## src/rtl/vga_pkg.sv

```systemverilog
// Shared types and default 640x480@60 timing for the VGA scan path.
package vga_pkg;

    typedef enum logic [1:0] {
        IDLE,
        RUN,
        DRAIN
    } scan_state_t;

    localparam int DEF_WIDTH   = 800;
    localparam int DEF_HEIGHT  = 525;
    localparam int DEF_HACTIVE = 640;
    localparam int DEF_HFP     = 16;
    localparam int DEF_HSYNC   = 96;
    localparam int DEF_VACTIVE = 480;
    localparam int DEF_VFP     = 10;
    localparam int DEF_VSYNC   = 2;
    localparam int DEF_CLKDIV  = 4;

endpackage

```

## src/rtl/vga_scan_ctrl_xy.sv

```systemverilog
// X-Y raster position counter; wraps x at WIDTH-1 and y at HEIGHT-1.
module scan_xy_counter #(
    parameter int WIDTH  = 800,
    parameter int HEIGHT = 525,
    parameter int XW     = $clog2(WIDTH),
    parameter int YW     = $clog2(HEIGHT)
) (
    input  logic          clock,
    input  logic          reset,
    input  logic          en,
    output logic [XW-1:0] x,
    output logic [YW-1:0] y,
    output logic          last
);

    logic xlast;
    logic ylast;

    assign xlast = (x == XW'(WIDTH - 1));
    assign ylast = (y == YW'(HEIGHT - 1));
    assign last  = xlast && ylast;

    always_ff @(posedge clock) begin
        if (reset) begin
            x <= '0;
            y <= '0;
        end else if (en) begin
            if (xlast) begin
                x <= '0;
                y <= ylast ? '0 : y + YW'(1);
            end else begin
                x <= x + XW'(1);
            end
        end
    end

endmodule

```

## src/rtl/vga_scan_ctrl.sv

```systemverilog
// VGA scan sequencer: pixel-rate divider, frame-aligned run/stop FSM, sync decode.
module vga_scan_ctrl
    import vga_pkg::*;
#(
    parameter int WIDTH   = DEF_WIDTH,
    parameter int HEIGHT  = DEF_HEIGHT,
    parameter int HACTIVE = DEF_HACTIVE,
    parameter int HFP     = DEF_HFP,
    parameter int HSYNC   = DEF_HSYNC,
    parameter int VACTIVE = DEF_VACTIVE,
    parameter int VFP     = DEF_VFP,
    parameter int VSYNC   = DEF_VSYNC,
    parameter int CLKDIV  = DEF_CLKDIV
) (
    input  logic                      clock,
    input  logic                      reset,
    input  logic                      run,
    output logic                      pixel_en,
    output logic [$clog2(WIDTH)-1:0]  x,
    output logic [$clog2(HEIGHT)-1:0] y,
    output logic                      hsync,
    output logic                      vsync,
    output logic                      active,
    output logic                      frame_start,
    output logic                      line_start,
    output logic                      busy
);

    localparam int XW = $clog2(WIDTH);
    localparam int YW = $clog2(HEIGHT);
    localparam int CW = $clog2(WIDTH + 1);
    localparam int RW = $clog2(HEIGHT + 1);
    localparam int DW = (CLKDIV > 1) ? $clog2(CLKDIV) : 1;

    if (HACTIVE + HFP + HSYNC > WIDTH) begin : g_bad_h
        $error("vga_scan_ctrl: horizontal timing exceeds WIDTH");
    end
    if (VACTIVE + VFP + VSYNC > HEIGHT) begin : g_bad_v
        $error("vga_scan_ctrl: vertical timing exceeds HEIGHT");
    end
    if (CLKDIV < 1) begin : g_bad_div
        $error("vga_scan_ctrl: CLKDIV must be >= 1");
    end

    scan_state_t   state;
    scan_state_t   state_n;
    logic [DW-1:0] div;
    logic          last;
    logic [CW-1:0] xw;
    logic [RW-1:0] yw;

    assign busy     = (state != IDLE);
    assign pixel_en = busy && (div == DW'(CLKDIV - 1));

    always_ff @(posedge clock) begin
        if (reset) begin
            state <= IDLE;
        end else begin
            state <= state_n;
        end
    end

    always_ff @(posedge clock) begin
        if (reset || !busy || pixel_en) begin
            div <= '0;
        end else begin
            div <= div + DW'(1);
        end
    end

    // A pending run request always wins over the frame-end stop.
    always_comb begin
        state_n = state;
        unique case (state)
            IDLE:    if (run) state_n = RUN;
            RUN:     if (!run) state_n = DRAIN;
            DRAIN: begin
                if (run) state_n = RUN;
                else if (pixel_en && last) state_n = IDLE;
            end
            default: state_n = IDLE;
        endcase
    end

    scan_xy_counter #(
        .WIDTH  (WIDTH),
        .HEIGHT (HEIGHT),
        .XW     (XW),
        .YW     (YW)
    ) u_xy (
        .clock (clock),
        .reset (reset),
        .en    (pixel_en),
        .x     (x),
        .y     (y),
        .last  (last)
    );

    assign xw = CW'(x);
    assign yw = RW'(y);

    assign hsync = !(busy && xw >= CW'(HACTIVE + HFP)
                          && xw <  CW'(HACTIVE + HFP + HSYNC));
    assign vsync = !(busy && yw >= RW'(VACTIVE + VFP)
                          && yw <  RW'(VACTIVE + VFP + VSYNC));
    assign active      = busy && xw < CW'(HACTIVE) && yw < RW'(VACTIVE);
    assign line_start  = busy && (x == '0) && (div == '0);
    assign frame_start = line_start && (y == '0);

endmodule
```

## config.mk

```make
export PLATFORM = sky130hd
export DESIGN_NAME = vga_scan_ctrl
export DESIGN_NICKNAME = d
export VERILOG_FILES = /design/src/rtl/vga_pkg.sv /design/src/rtl/vga_scan_ctrl_xy.sv /design/src/rtl/vga_scan_ctrl.sv
export SDC_FILE = /design/constraint.sdc
export NUM_CORES = 1
export LEC_CHECK = 0
export BUFFER_PORTS_ARGS = -buffer_cell sky130_fd_sc_hd__buf_4
export CORE_MARGIN = 2
export CORE_UTILIZATION = 43
export CTS_CLUSTER_SIZE = 10
export DETAILED_ROUTE_END_ITERATION = 16
export PLACE_DENSITY_LB_ADDON = 0.05
export SETUP_SLACK_MARGIN = 0.05
export SYNTH_ARGS = -nofsm -noshare
export SYNTH_HDL_FRONTEND = slang
export SYNTH_SLANG_ARGS = --single-unit
```

## constraint.sdc

```tcl
create_clock -name clock -period 2.6 [get_ports clock]
set_clock_uncertainty 0.05 [all_clocks]
set_input_delay 0.26 -clock clock [delete_from_list [all_inputs] [get_ports clock]]
set_output_delay 0.26 -clock clock [all_outputs]
set_load 0.02 [all_outputs]
```

Word level (Yosys, flattened, before mapping)
Cells that the tools add are included.
{ "classes": {"addsub": 3, "n_lt_le_gt_ge": 6, "eq_ne": 8, "n_mux": 7, "reduce_logical": 24} }
{ "op_table": {"columns": ["operator", "n"], "rows": [
  ["10-bit by 1-bit adder with 10-bit output, second input constant", 2],
  ["10-bit == test, second input constant", 2],
  ["10-bit zero test", 2],
  ["10-bit < comparator, second input constant", 2],
  ["10-bit by 9-bit < comparator with 1-bit output, second input constant", 2],
  ["10-bit two-way mux", 2],
  ["1-bit logical AND", 12],
  ["10-bit >= comparator, second input constant", 1],
  ["10-bit by 9-bit >= comparator with 1-bit output, second input constant", 1],
  ["2-bit two-way mux", 4],
  ["2-bit case mux with 3 select lines", 1],
  ["2-bit == test, second input constant", 2],
  ["2-bit zero test", 2],
  ["2-bit inequality test, second input constant", 2],
  ["1-bit zero test", 3],
  ["3-bit inequality test, second input constant", 1],
  ["3-bit AND reduction", 1],
  ["2-bit by 1-bit adder with 2-bit output, second input constant", 1],
  ["2-bit by 1-bit == test with 1-bit output, second input constant", 1],
  ["1-bit logical OR", 2],
  ["2-bit AND reduction", 1],
  ["2-bit nonzero test", 1]
]} }
{ "totals": {"reg_bits": 24, "input_bits": 3, "output_inout_bits": 27, "wordCells": 52} }

Longest topological paths before layout
{ "depth": {"ltp_word": 6, "depth_mapped": 7} }

By module
From an unflattened synthesis, not the netlist that was laid out.
{ "unflattened": {"hier_cells": 155, "hier_area_um2": 1332.5} }
{ "by_module_without_submodules": {"columns": ["module", "instances", "cells_each", "area_each_um2", "seq_area_each_um2"], "rows": [
  ["scan_xy_counter", 1, 118, 1033.5, 400.4],
  ["vga_scan_ctrl", 1, 37, 299.0, 80.1]
]} }

Least setup slack after synthesis
OpenSTA, ideal clock, no wires.
{ "synth_timing": {"path_type": "register to output", "start": "reg u_xy.x[4]", "end": "out frame_start", "arrival_time_ps": 2036, "slack_ps": 254, "path_stages_with_launch": 6, "path_buffers": 1, "cell_sequence": "dfxtp_1 > clkbuf_1 > nor4_1 > nand3_1 > nor4_1 > and4_1"} }
{ "synth_via": {"elab_chain_len": 4} }
{ "synth_rtl": {"columns": ["item", "line_no", "source"], "rows": [
  ["from (decl)", "vga_scan_ctrl_xy.sv:11", "output logic [XW-1:0] x,"],
  ["from (signal assigned)", "vga_scan_ctrl_xy.sv:32", "x <= x + XW'(1);"],
  ["10-bit zero test", "vga_scan_ctrl.sv:107", "assign line_start = busy && (x == '0) && (div == '0);"],
  ["1-bit logical AND (2 in a row)", "vga_scan_ctrl.sv:107", null],
  ["via line_start", "vga_scan_ctrl.sv:25", "output logic line_start,"],
  ["1-bit logical AND", "vga_scan_ctrl.sv:108", "assign frame_start = line_start && (y == '0);"],
  ["to (decl)", "vga_scan_ctrl.sv:24", "output logic frame_start,"]
]} }
The timed path passes the listed nets, and every way through them passes these cells.

Worst setup path after layout
{ "layout_timing": {"start": "reg u_xy.x[4]", "end": "out frame_start"} }
{ "layout_via": {"elab_chain_len": 4} }
{ "layout_rtl": {"columns": ["item", "line_no"], "rows": [
  ["10-bit zero test", "vga_scan_ctrl.sv:107"],
  ["1-bit logical AND (2 in a row)", "vga_scan_ctrl.sv:107"],
  ["1-bit logical AND", "vga_scan_ctrl.sv:108"]
]} }
Every way passes these cells.

==> run summary <==
Initial Util -> 45.9%
FF+latch area -> 480 um2
CTS root buffer -> clkbuf_4
Antenna violations before repair -> 0
Largest net degree at the start of global routing -> 21
Adder-cell share of the synthesized area -> 6.81%
Number of synthesized flops with an enable pin -> 0
Cts bufs inserted -> 3
Fmax -> 424 MHz
Status -> complete, but fails checks
First-pass GRT wire length -> 5.26 mm
Die width -> 58.7 um
CTS tree -> done
Antenna Violating Nets Remaining -> 0
Total congestion overflow -> 0
Reg-to-reg startpoint -> div[0]$_SDFF_PP0_
Layout cell share with drive strength beyond 1 -> 18.9%
Filler cells -> 287
Cell Area, Synth -> 0.00129 mm2
Synth top area share -> 37.4%
Total GRT Usage -> 19.8%
Setup WS pre-CTS -> 0.325 ns
Wire per inst -> 14.4 um
Die area -> 0.00344 mm2
Synth Warn # -> 0
Setup violators final -> 0
Hold path startpoint -> run
Simple-gate share of the synthesized area -> 31.4%
Largest family of logic cells by synthesized area -> simple AND/OR/NAND/NOR gates
Worst vdd ir -> 0.000207 V
Number of setup buffers added after CTS -> 0
Core area -> 0.00281 mm2
DP Wirelength -> 2.30 mm
Endpoint class of the critical path -> primary output
Period utilization -> 90.6%
Syn avg cell area -> 8.14 um2
Final Slew Violations -> 0
TritonRoute pass-1 iters -> 10
CP Data Arrival Time -> 2.05 ns
Clock latency on the worst-skew pair -> 0.30 ns
Hold Fails Final Rpt -> 0
Initial DRC Count -> 94
Synthesized flop and latch total -> 24
PwrDens -> 368 mW/mm2
Largest area contributor in the netlist -> dfxtp_1
Layout net count -> 197
Area Overhead vs Synth -> 20.0%
Placer congestion estimate -> 0.840
Die height -> 58.7 um
Total power -> 569 uW
Cell count after synthesis -> 158
IO buf count -> 29
WL final -> 3.12 mm
WP data required -> 2.29 ns
Synth Net Count -> 168
Hold_buf cts -> 0
Failing checks -> design-rule violations
Crit start category -> flop
Async set-reset flop share out of synthesis -> 0%
Via density per instance -> 5.83
Setup tns final -> 0 ns
Pleak -> 0.000577 uW
Sequential-to-total area share from yosys stat -> 37.4%
Slew @ Worst Pin -> 0.663 ns
Hold Crit Class -> in -> reg
RSZ-0062 raised after global routing -> false
Clock sink count -> 24
I/O Pins -> 30
Clk buf depth -> 2
DR DRC count -> 3
Crit-path max FO -> 10
CTS clk-pin slew, worst paths -> 0.12 ns
Synth Flop Type -> dfxtp_1
Via count -> 1260
Rows -> 19
Inserted Diodes -> 0
Multiplexer share of the synthesized area -> 0%
Post-cts sizing count -> 0
Worst rel slew slack -> 55.4%
Final worst-path setup slack -> 0.244 ns
Area of the multi-input gates -> 739 um2
Number of H-tree levels -> 1
Compound-cell area share of the yosys netlist -> 14.5%
Setup crit start -> u_xy.x[4]$_SDFFE_PP0P_
Yosys cell types -> 34
Maxcap violations -> 0
Commonest cells post-synth -> 24 x dfxtp_1, 12 x a21oi_1, 12 x inv_1
Tmin final -> 2.36 ns
Largest cells by area after synthesis -> dfxtp_1 37%, ha_1 6.8%, a21oi_1 4.7%
Number of global-route vias before repair -> 1164
Crit Path Category -> reg -> out
Post-Synth XOR/XNOR Area -> 4.77%
Cell with the most instances after synthesis -> dfxtp_1
-- report_power, final --
group          internal [uW]  switching [uW]
Sequential               370            3.02
Combinational           14.6            22.8
Clock                   54.0             104
Total                    439             130
-- flip-flops by register name (all words and copies together), names as in the netlist --
register and cells:
state 2, div 2, u_xy.y 10, u_xy.x 10
-- layout by cell type, fill, tap and decap left out, drive strengths merged --
master   synthesis  layout
and4             2       2
a21oi           12      12
xor2             2       2
a22oi            1       1
nand2            9       9
nor4b            3       3
o31ai            1       1
nand2b           2       2
nor4             6       6
and2             1       1
buf              2      29
o31a             1       1
inv             12      12
xnor2            5       5
a211oi           2       2
nor3             7       7
ha               7       7
or3              9       9
and3             2       2
or4              3       3
nor2b            2       2
nor2            11      11
clkbuf           3       3
o21ai           10      10
nand3           11      11
nand4            3       3
o2111ai          2       2
o21bai           1       1
o41ai            1       1
nand3b           1       1
dfxtp           24      24
-- kinds of logic after synthesis --
kind of cell | Yosys count
adder cells (fa/ha/maj) | 7
flip-flops | 24
AND/OR/NAND/NOR | 72
XOR/XNOR | 7
buffers and inverters | 17
AO/OA/AOI/OAI | 31
-- per-stage QoR --
step	util, %	hold slack [ns]	cell area, um2	std cells
5_1_grt	55.0	0.0317	1540	216
3_3_place_gp	54.2	0.386	1520	213
6_report	55.0	0.0659	1540	216
3_5_place_dp	54.2	0.387	1520	213
4_1_cts	55.0	0.0518	1540	216
2_1_floorplan	-	0.288	1290	158
-- area by class of cell --
type / count / area share (%)
Clock buffer: 3 / 1.46
Inverter: 12 / 2.92
Multi-Input combinational cell: 117 / 47.9
Sequential cell: 24 / 31.1
Tap cell: 31 / 2.51
Timing Repair Buffer: 29 / 14.1
-- final timing paths --
path	endpoint	slack [ns]	cells past startpoint
worst min register to register	div[0]$_SDFF_PP0_	0.42	1
worst max register to register	u_xy.y[5]$_SDFFE_PP0P_	0.29	5
worst max-delay path	frame_start	0.24	5
worst min-delay path	state[1]$_SDFFE_PP0P_	0.07	2
-- critical path, cell delays in order, from the launching register on --
cell and delay (ns):
dfxtp_1 0.42, nor4_1 0.34, nand3_1 0.13, nor4_1 0.44, and4_1 0.27, buf_4 0.14
-- per-layer routing --
metal / GRT usage (%) / wire length [um] / up-vias
met1: 26.2 / 1450 / 590
met4: 6.82 / 17 / 0
met3: 3.08 / 179 / 2
li1: - / - / 632
met5: 0 / 0 / -
met2: 32.9 / 1470 / 36
Power figures use the tool's default switching activity.
